**src/rtl/lsu_stage.sv**
```systemverilog
// Memory-access stage: issues one load/store at a time on a req/rsp data bus and
// presents a writeback packet; non-memory packets pass straight to DONE.
module lsu_stage #(
  parameter int XLEN   = 32,
  parameter int ADDR_W = 32
) (
  input  logic              clk_i,
  input  logic              rst_i,
  input  logic              in_valid_i,
  output logic              in_ready_o,
  input  logic              is_load_i,
  input  logic              is_store_i,
  input  logic [2:0]        funct3_i,
  input  logic [ADDR_W-1:0] addr_i,
  input  logic [XLEN-1:0]   wdata_i,
  input  logic [XLEN-1:0]   res_i,
  input  logic [4:0]        rd_i,
  input  logic              rd_wen_i,
  output logic              mem_req_valid_o,
  input  logic              mem_req_ready_i,
  output logic [ADDR_W-1:0] mem_addr_o,
  output logic              mem_wen_o,
  output logic [XLEN-1:0]   mem_wdata_o,
  output logic [3:0]        mem_wstrb_o,
  input  logic              mem_rsp_valid_i,
  input  logic [XLEN-1:0]   mem_rdata_i,
  input  logic              mem_rsp_err_i,
  output logic              out_valid_o,
  input  logic              out_ready_i,
  output logic [XLEN-1:0]   out_res_o,
  output logic [4:0]        out_rd_o,
  output logic              out_wen_o,
  output logic              out_err_o
);

  typedef enum logic [1:0] {IDLE, REQ, WAIT, DONE} state_t;

  state_t              state_q, state_d;
  logic [ADDR_W-1:0]   addr_q, addr_d;
  logic [2:0]          funct3_q, funct3_d;
  logic                is_store_q, is_store_d;
  logic [XLEN-1:0]     wdata_q, wdata_d;
  logic [3:0]          wstrb_q, wstrb_d;
  logic [4:0]          rd_q, rd_d;
  logic                rd_wen_q, rd_wen_d;
  logic [XLEN-1:0]     res_q, res_d;
  logic                wen_q, wen_d;
  logic                err_q, err_d;

  function automatic logic access_fault(input logic ld, input logic st,
                                        input logic [2:0] f3, input logic [1:0] off);
    logic bad_f3, misal;
    bad_f3 = ld ? (f3 == 3'b011 || f3 == 3'b110 || f3 == 3'b111) : (f3 >= 3'b011);
    misal  = (f3[1:0] == 2'b01 && off[0]) || (f3[1:0] == 2'b10 && off != 2'b00);
    return (ld && st) || bad_f3 || misal;
  endfunction

  function automatic logic [XLEN-1:0] load_extract(input logic [2:0] f3, input logic [1:0] off,
                                                   input logic [XLEN-1:0] rdata);
    logic        [XLEN-1:0] shifted;
    logic signed [7:0]      b8;
    logic signed [15:0]     h16;
    shifted = rdata >> {off, 3'b000};
    b8      = shifted[7:0];
    h16     = shifted[15:0];
    case (f3)
      3'b000:  return XLEN'(b8);
      3'b001:  return XLEN'(h16);
      3'b100:  return {{(XLEN-8){1'b0}}, shifted[7:0]};
      3'b101:  return {{(XLEN-16){1'b0}}, shifted[15:0]};
      default: return shifted;
    endcase
  endfunction

  function automatic logic [3:0] store_strb(input logic [2:0] f3, input logic [1:0] off);
    case (f3[1:0])
      2'b00:   return 4'b0001 << off;
      2'b01:   return 4'b0011 << off;
      default: return 4'b1111;
    endcase
  endfunction

  function automatic logic [XLEN-1:0] store_lanes(input logic [2:0] f3, input logic [XLEN-1:0] wd);
    case (f3[1:0])
      2'b00:   return {4{wd[7:0]}};
      2'b01:   return {2{wd[15:0]}};
      default: return wd;
    endcase
  endfunction

  always_comb begin
    state_d    = state_q;
    addr_d     = addr_q;
    funct3_d   = funct3_q;
    is_store_d = is_store_q;
    wdata_d    = wdata_q;
    wstrb_d    = wstrb_q;
    rd_d       = rd_q;
    rd_wen_d   = rd_wen_q;
    res_d      = res_q;
    wen_d      = wen_q;
    err_d      = err_q;
    case (state_q)
      IDLE: begin
        if (in_valid_i) begin
          addr_d     = addr_i;
          funct3_d   = funct3_i;
          is_store_d = is_store_i;
          wdata_d    = store_lanes(funct3_i, wdata_i);
          wstrb_d    = is_store_i ? store_strb(funct3_i, addr_i[1:0]) : 4'b0000;
          rd_d       = rd_i;
          rd_wen_d   = rd_wen_i;
          res_d      = '0;
          wen_d      = 1'b0;
          err_d      = 1'b0;
          if (!is_load_i && !is_store_i) begin
            res_d   = res_i;
            wen_d   = rd_wen_i;
            state_d = DONE;
          end else if (access_fault(is_load_i, is_store_i, funct3_i, addr_i[1:0])) begin
            err_d   = 1'b1;
            state_d = DONE;
          end else begin
            state_d = REQ;
          end
        end
      end
      REQ: if (mem_req_ready_i) state_d = WAIT;
      WAIT: begin
        // Store completions and bus errors both leave res/wen at zero.
        if (mem_rsp_valid_i) begin
          state_d = DONE;
          if (mem_rsp_err_i) begin
            err_d = 1'b1;
          end else if (!is_store_q) begin
            res_d = load_extract(funct3_q, addr_q[1:0], mem_rdata_i);
            wen_d = rd_wen_q;
          end
        end
      end
      DONE: if (out_ready_i) state_d = IDLE;
      default: state_d = IDLE;
    endcase
  end

  always_ff @(posedge clk_i or posedge rst_i) begin
    if (rst_i) begin
      state_q    <= IDLE;
      addr_q     <= '0;
      funct3_q   <= '0;
      is_store_q <= 1'b0;
      wdata_q    <= '0;
      wstrb_q    <= '0;
      rd_q       <= '0;
      rd_wen_q   <= 1'b0;
      res_q      <= '0;
      wen_q      <= 1'b0;
      err_q      <= 1'b0;
    end else begin
      state_q    <= state_d;
      addr_q     <= addr_d;
      funct3_q   <= funct3_d;
      is_store_q <= is_store_d;
      wdata_q    <= wdata_d;
      wstrb_q    <= wstrb_d;
      rd_q       <= rd_d;
      rd_wen_q   <= rd_wen_d;
      res_q      <= res_d;
      wen_q      <= wen_d;
      err_q      <= err_d;
    end
  end

  // in_ready is masked by reset so it only rises once released into IDLE.
  assign in_ready_o      = (state_q == IDLE) && !rst_i;
  assign mem_req_valid_o = (state_q == REQ);
  assign mem_addr_o      = {addr_q[ADDR_W-1:2], 2'b00};
  assign mem_wen_o       = is_store_q;
  assign mem_wdata_o     = wdata_q;
  assign mem_wstrb_o     = wstrb_q;
  assign out_valid_o     = (state_q == DONE);
  assign out_res_o       = res_q;
  assign out_rd_o        = rd_q;
  assign out_wen_o       = wen_q;
  assign out_err_o       = err_q;

endmodule

```
**config.mk**
```make
export PLATFORM = sky130hd
export DESIGN_NAME = lsu_stage
export DESIGN_NICKNAME = d
export VERILOG_FILES = /design/src/rtl/lsu_stage.sv
export SDC_FILE = /design/constraint.sdc
export NUM_CORES = 1
export LEC_CHECK = 0
export ABC_AREA = 0
export CORE_MARGIN = 1
export CORE_UTILIZATION = 40
export CTS_CLUSTER_SIZE = 12
export DETAILED_ROUTE_END_ITERATION = 6
export PLACE_DENSITY_LB_ADDON = 0.15
export REMOVE_ABC_BUFFERS = 1
export SYNTH_ARGS = -nofsm -noshare
export SYNTH_HDL_FRONTEND = slang
export SYNTH_SLANG_ARGS = --single-unit
```
**constraint.sdc**
```tcl
create_clock -name clk_i -period 8.62 [get_ports clk_i]
set_input_delay 1.293 -clock clk_i [delete_from_list [all_inputs] [get_ports clk_i]]
set_output_delay 1.293 -clock clk_i [all_outputs]
set_load 0.1 [all_outputs]
```
# Yosys cells after proc, flatten, opt, wreduce, memory -nomap -nowiden
# Index checks and enable logic that the tools add are counted.
[word_totals]
reg_bits = 114
in_bits = 146
output_inout_bits = 111
word_cells = 85
[classes]
order_cmp = 1
n_eq_ne = 18
shift = 3
muxes = 30
reduce_logical = 22
[ops]
columns = ["operator", "count"]
rows = [
  ["2-to-1 mux 32 bit", 5],
  ["one-hot mux 32 bit (2 select lines)", 2],
  ["one-hot mux 32 bit (4 select lines)", 1],
  ["right shift 32 x 5 -> 32 bit", 1],
  ["equality test 3 bit (second input constant)", 4],
  ["2-to-1 mux 2 bit", 6],
  ["2-to-1 mux 1 bit", 11],
  ["inequality test 2 bit (second input constant)", 5],
  ["one-hot mux 2 bit (4 select lines)", 1],
  ["one-hot mux 4 bit (2 select lines)", 1],
  ["AND reduction 4 bit", 2],
  ["equality test 2 bit (second input constant)", 3],
  ["logical AND 1 bit", 5],
  ["logical OR 1 bit", 5],
  ["AND reduction 5 bit", 1],
  ["equality test 2 x 1 -> 1 bit (second input constant)", 2],
  ["logical NOT 2 bit", 2],
  ["2-to-1 mux 4 bit", 1],
  ["inequality test 2 x 1 -> 1 bit (second input constant)", 2],
  ["one-hot mux 1 bit (2 select lines)", 2],
  ["nonzero test 2 bit", 2],
  ["<< shifter 1 x 2 -> 4 bit (first input constant)", 1],
  ["<< shifter 2 x 2 -> 4 bit (first input constant)", 1],
  ["equality test 3 x 1 -> 1 bit (second input constant)", 1],
  ["5 further kinds", 7],
]

# Longest topological paths before layout
# Gate-level depths: netlist of the first run.
[depth]
word_depth = 10
ltp_mapped = 9
depth_no_buf = 6

# Worst setup path before layout of the first run
# Ideal clock, no wire load.
[synth_timing]
kind = "input to output"
from = "in rst_i"
to = "out in_ready_o"
arrival_ns = 2.544
required_ns = 7.327
setup_slack_ns = 4.783
stages = 1
path_buffers = 0
path_cell_list = "nor2_1"
[synth_between]
elab_chain_len = 2
[synth_rtl]
columns = ["item", "line", "rtl"]
rows = [
  ["start: declaration", "8", "input logic rst_i,"],
  ["logical NOT 1 bit", "175", "assign in_ready_o = (state_q == IDLE) && !rst_i;"],
  ["logical AND 1 bit", "175", ""],
  ["end: declaration", "10", "output logic in_ready_o,"],
]
# No other way between the ends.

# Final worst setup path of the first run
# Ends and elaborated chain as after synthesis.

==> results of run 1 <==
[metrics by stage]
| step | hold WS, ps | utilization (%) | worst slack (ps) |
|---|---|---|---|
| final | 473 | 63.5 | 4320 |
| after global routing | 513 | 63.5 | 4280 |
| after CTS | 480 | 63.5 | 4310 |
| after detailed placement | 469 | 58.8 | 4310 |
| after global placement | 460 | 58.8 | 4310 |
| after floorplan | 480 | - | 3970 |
[state kept, by name (all words and copies together) (netlist names)]
signal and cells:
mem_wdata_o 32, funct3_q 3, out_wen_o 1, mem_wstrb_o 4
out_rd_o 5, rd_wen_q 1, out_err_o 1, out_res_o 32
mem_wen_o 1, addr_q 32, state_q 2
[worst reg2reg max path, cell delays in order, from the launching register on]
cell and delay, ps:
dfrtp_1 1010, mux2i_1 340, nor4_1 120, nor4_4 820, a221oi_1 250
[cells by family (layout without fill, tap and decap cells)]
group / count (synthesis) / count (layout)
fa+ha+maj: 4 / 4
compound gates: 120 / 120
simple gates: 145 / 145
other cells: 1 / 2
xor+xnor: 1 / 1
flops: 114 / 114
buf+inv: 82 / 300
mux: 101 / 101
[cell usage after synthesis, types with 2 or more instances]
| cell | number |
|---|---|
| clkbuf_1 | 24 |
| nand2_1 | 65 |
| a21oi_1 | 38 |
| a221oi_1 | 25 |
| buf_4 | 32 |
| mux2i_1 | 36 |
| o21ai_0 | 29 |
| o2bb2ai_1 | 7 |
| nor2b_1 | 4 |
| ha_1 | 4 |
| buf_6 | 2 |
| inv_1 | 8 |
| o211ai_1 | 7 |
| mux2_2 | 65 |
| nor2_1 | 56 |
| buf_1 | 6 |
| dfrtp_1 | 114 |
| buf_2 | 10 |
| a31oi_1 | 9 |
| nand3_1 | 10 |
| nor4_1 | 2 |
[layer usage]
| metal | global-route usage [%] | up-vias | routed length (um) |
|---|---|---|---|
| met4 | 10.2 | 0 | 365 |
| met1 | 27.4 | 2445 | 6910 |
| met5 | 0 | - | 0 |
| met3 | 9.34 | 28 | 1780 |
| li1 | - | 2391 | - |
| met2 | 38.3 | 213 | 8350 |
[final timing paths]
kind,startpoint,end,slack (ps),depth (start not counted)
worst max-delay path,rst_i,in_ready_o,4320,3
worst min-delay path,mem_wdata_o[24],mem_wdata_o[24],470,2
worst max register to register,addr_q[1],out_res_o[22],5900,4
worst min register to register,mem_wdata_o[24],mem_wdata_o[24],470,2
max in group asynchronous,rst_i,addr_q[19],5990,3
min in group asynchronous,rst_i,out_rd_o[2],1340,2
[final cells by class]
cell class	instances	area share (%)
Sequential cell	114	32.0
Timing Repair Buffer	260	29.0
Clock buffer	23	5.36
Tap cell	180	2.53
Multi-Input combinational cell	373	28.7
Inverter	8	0.365
Clock inverter	9	1.98
==> metrics.md, run 1 <==
| Metric | Value |
|---|---|
| Share of cells above drive strength 1 | `13.6%` |
| CTS Hold Bufs | `0` |
| DP Cell Count | `935` |
| Crit path required time | `7330 ps` |
| EDFF count, synth | `0` |
| Post-CTS Setup Bufs | `0` |
| Mean Syn Cell Area | `10.3 um2` |
| CTS tree | `done` |
| Global-route wire length before repair | `26500 um` |
| CP max stage cell | `clkdlybuf4s50_1` |
| Initial Utilization | `41.6%` |
| Cell Area, Synth | `0.00584 mm2` |
| Worst-skew pair later-pin latency | `420 ps` |
| Final critical-path required period | `4300 ps` |
| Fraction of registers with async set or reset after synthesis | `100%` |
| Fin area | `0.00891 mm2` |
| Status | `complete, no violations` |
| Yosys cell types | `36` |
| Gpl congestion | `0.822` |
| Largest net degree at the start of global routing | `104` |
| Setup crit end kind | `output port` |
| Placed cell area | `0.00826 mm2` |
| Crit Path Class | `primary input to output port` |
| Max-slew violations | `0` |
| Multi-input gate area | `0.00256 mm2` |
| Final Hold Vio Count | `0` |
| Post-DP HPWL | `12100 um` |
| Total GRT Usage | `23.6%` |
| TritonCTS buffer count | `17` |
| Fin crit share | `49.9%` |
| I/O Buffers | `254` |
| Post-DRT Antenna Nets | `0` |
| Antenna violations before repair | `0` |
| RSZ-0062 raised after global routing | `false` |
| Overflow after GRT | `0` |
| DR DRC count | `0` |
| Drt via density | `5.25` |
| CP max stage delay | `1140 ps` |
| YS warnings | `0` |
| Setup Viol. Count Final | `0` |
| Synth top area cells | `dfrtp_1, mux2_2, mux2i_1` |
| Core Region | `0.0140 mm2` |
| Die Width | `123 um` |
| Clk sinks | `114` |
| FF+latch count, synth | `114` |
| Max_cap viols | `0` |
| Top cell type's share of synthesized area | `48.8%` |
| Top delay family on crit path | `buffers and inverters` |
| Clk slew on worst S/H paths | `50 ps` |
| Post-CTS sizing | `0` |
| Area Overhead vs Synth | `52.5%` |
| Vias | `5077` |
| Area of the die | `0.0151 mm2` |
| Mux share of post-synthesis cell area | `18.7%` |
| Mapped Cells | `568` |
| Post-synthesis xor/xnor area fraction | `0.150%` |
| Layout Nets | `924` |
| DRT Pass-1 Iters | `5` |
| Clk buf depth | `2` |
| Slew @ Worst Pin | `1130 ps` |
| Worst hold path type | `flop to flop` |
| Fin cells | `967` |
| Post-synthesis sequential area ratio | `48.8%` |
| Dominant register cell in the synthesized netlist | `dfrtp_1` |
| Worst-path maximum fanout | `2` |
| Final Skew | `9.97 ps` |
| Clock root buffer master | `clkbuf_16` |
| Filler cells | `1119` |
| Register area | `0.00285 mm2` |
| Commonest non-fill, non-tap cell in the layout | `clkdlybuf4s50_1` |
| Inserted Diodes | `0` |
| Avg WL per Cell | `18.0 um` |
| Most frequent cells in the layout | `clkdlybuf4s50_1, dfrtp_1, mux2_2, nand2_1, nor2_1` |
| Crit-path cells | `clkdlybuf4s50_1 -> nor2_1 -> clkdlybuf4s50_1` |
| CTS H-tree depth | `4` |
| Fmax | `232 MHz` |
| CP Buf/Inv Count | `2` |
| Arrival time of the worst setup path | `3010 ps` |
| DRT iter0 DRCs | `399` |
| Largest family of logic cells by synthesized area | `multiplexers` |
| CP most frequent cell | `clkdlybuf4s50_1` |
| Setup_tns | `0 ps` |
| Die height | `123 um` |
| Setup crit start kind | `primary input` |
| WL final | `17400 um` |
| Simple-Gate Fraction of Synth Area | `10.5%` |
| Post-synthesis adder-cell area fraction | `0.857%` |
| Vias in the first global route | `5214` |
| Compound-Gate Fraction of Synth Area | `13.1%` |
| Yosys top cell by area | `dfrtp_1` |
| IO Pins | `257` |
| Relative slew slack | `24.6%` |
| # rows | `43` |
Power of run 1 is left out: the tool's default activity adds up to more than one toggle a clock period on the data nets, which glitch-free logic cannot reach.
==> run 2, diff against run 1 <==
clock period = 4.2 ns   (was 8.62 ns; I/O delays follow)
==> run 2 against run 1 <==
First-iteration DRC count decreased by 11%; count of clock-buffer cells in the layout decreased by 4; routed wire length is 1.3% higher; cell area up 0.11%; flip-flop and latch count unchanged; worst setup slack got worse by 3000 ps; critical path depth stayed put; clock skew shrank 4.2 ps; hold slack better by 3.4 ps; utilization rose by 0.071 points; critical endpoint is now mem_req_valid_o; highest routed layer unchanged.
==> metrics.md, run 2 (synthesis results as in run 1) <==
| Metric | Value |
|---|---|
| Status | `complete, no violations (unchanged)` |
| Post-DP HPWL | `12300 um (was 12100 um)` |
| Setup crit start kind | `flop (was primary input)` |
| Post-CTS Setup Bufs | `0 (unchanged)` |
| Die height | `123 um (unchanged)` |
| Crit-path cells | `inv_1 -> ha_1 -> clkdlybuf4s50_1 (was clkdlybuf4s50_1 -> nor2_1 -> clkdlybuf4s50_1)` |
| CTS Hold Bufs | `0 (unchanged)` |
| Final Skew | `5.72 ps (was 9.97 ps)` |
| Setup crit end kind | `output port (unchanged)` |
| Final Hold Vio Count | `0 (unchanged)` |
| Relative slew slack | `26.1% (was 24.6%)` |
| Commonest non-fill, non-tap cell in the layout | `clkdlybuf4s50_1 (unchanged)` |
| Slew @ Worst Pin | `1110 ps (was 1130 ps)` |
| Initial Utilization | `41.6% (unchanged)` |
| Global-route wire length before repair | `27000 um (was 26500 um)` |
| WL final | `17600 um (was 17400 um)` |
| CTS tree | `done (unchanged)` |
| Overflow after GRT | `0 (unchanged)` |
| CP max stage cell | `clkdlybuf4s50_1 (unchanged)` |
| CP max stage delay | `1130 ps (was 1140 ps)` |
| Vias in the first global route | `5231 (was 5214)` |
| Fin crit share | `67.5%` |
| Max-slew violations | `0 (unchanged)` |
| Clk sinks | `114 (unchanged)` |
| Total GRT Usage | `23.8% (was 23.6%)` |
| DRT iter0 DRCs | `354 (was 399)` |
| Final critical-path required period | `2830 ps` |
| Post-DRT Antenna Nets | `0 (unchanged)` |
| RSZ-0062 raised after global routing | `false (unchanged)` |
| Worst-skew pair later-pin latency | `410 ps (was 420 ps)` |
| Avg WL per Cell | `18.2 um (was 18.0 um)` |
| CP Buf/Inv Count | `2 (unchanged)` |
| Most frequent cells in the layout | `clkdlybuf4s50_1, dfrtp_1, mux2_2, nand2_1, nor2_1 (unchanged)` |
| I/O Buffers | `254 (unchanged)` |
| Fmax | `353 MHz` |
| Area of the die | `0.0151 mm2 (unchanged)` |
| Core Region | `0.0140 mm2 (unchanged)` |
| Clock root buffer master | `clkbuf_16 (unchanged)` |
| Worst hold path type | `flop to flop (unchanged)` |
| Antenna violations before repair | `1 (was 0)` |
| DR DRC count | `0 (unchanged)` |
| Max_cap viols | `0 (unchanged)` |
| Share of cells above drive strength 1 | `14.2% (was 13.6%)` |
| Clk buf depth | `2 (unchanged)` |
| Arrival time of the worst setup path | `2200 ps (was 3010 ps)` |
| Clk slew on worst S/H paths | `50 ps (about the same)` |
| Crit Path Class | `flop to output port (was primary input to output port)` |
| Pre-CTS worst setup slack | `984 ps (was 4310 ps)` |
| Worst-path maximum fanout | `4 (was 2)` |
| Drt via density | `5.27 (was 5.25)` |
| Worst setup margin | `1370 ps (was 4320 ps)` |
| Top delay family on crit path | `buffers and inverters (unchanged)` |
| Area Overhead vs Synth | `52.7% (was 52.5%)` |
| Inserted Diodes | `0 (unchanged)` |
| Crit path required time | `3570 ps (was 7330 ps)` |
| Vias | `5097 (was 5077)` |
| Largest net degree at the start of global routing | `104 (unchanged)` |
| CTS H-tree depth | `4 (unchanged)` |
| Layout Nets | `925 (was 924)` |
| Die Width | `123 um (unchanged)` |
| IO Pins | `257 (unchanged)` |
| DRT Pass-1 Iters | `5 (unchanged)` |
| Setup Viol. Count Final | `0 (unchanged)` |
| # rows | `43 (unchanged)` |
| Gpl congestion | `0.811 (was 0.822)` |
| Post-CTS sizing | `0 (unchanged)` |
| TritonCTS buffer count | `17 (unchanged)` |
-- run 2: tightest hold or removal path: stages (launching register included) --
cell,delay [ps]
dfrtp_1,340
nand2_1,40
o21ai_0,60
-- run 2: final timing paths --
| check | slack (ps) | startpoint | to | cells after the start |
|---|---|---|---|---|
| max in group asynchronous | 2490 | rst_i | mem_wdata_o[5] | 3 |
| worst max register to register | 1530 | addr_q[1] | out_res_o[26] | 4 |
| worst min register to register | 480 | mem_wdata_o[27] | mem_wdata_o[27] | 2 |
| min in group asynchronous | 880 | rst_i | mem_wen_o | 2 |
| worst min-delay path | 480 | mem_wdata_o[27] | mem_wdata_o[27] | 2 |
| worst max-delay path | 1370 | state_q[1] | mem_req_valid_o | 3 |
-- run 2: final cells by class --
type	instances	area [um2]
clock buffer	19	453
inverter	8	32.5
sequential	114	2850
multi-input combinational	373	2560
tap	180	225
timing repair buffer	261	2590
clock inverter	13	206
fill	1116	5120
-- run 2: layer usage --
layer,global-route usage (%),vias up,wire [um]
li1,-,2393,-
met1,27.8,2449,6830
met2,38.8,234,8560
met3,9.85,21,1930
met4,9.22,0,299
met5,0,-,0
-- run 2: per-stage QoR --
step	hold slack, ps	utilization [%]	area (um2)	instances	setup TNS (ps)
after detailed placement	470	58.8	8260	936	0
after global placement	462	58.8	8260	936	0
after CTS	482	63.5	8920	968	0
final	476	63.5	8920	968	0
after floorplan	480	-	5420	495	-3790
after global routing	517	63.5	8920	968	0
Power of run 2 is left out for the same reason.
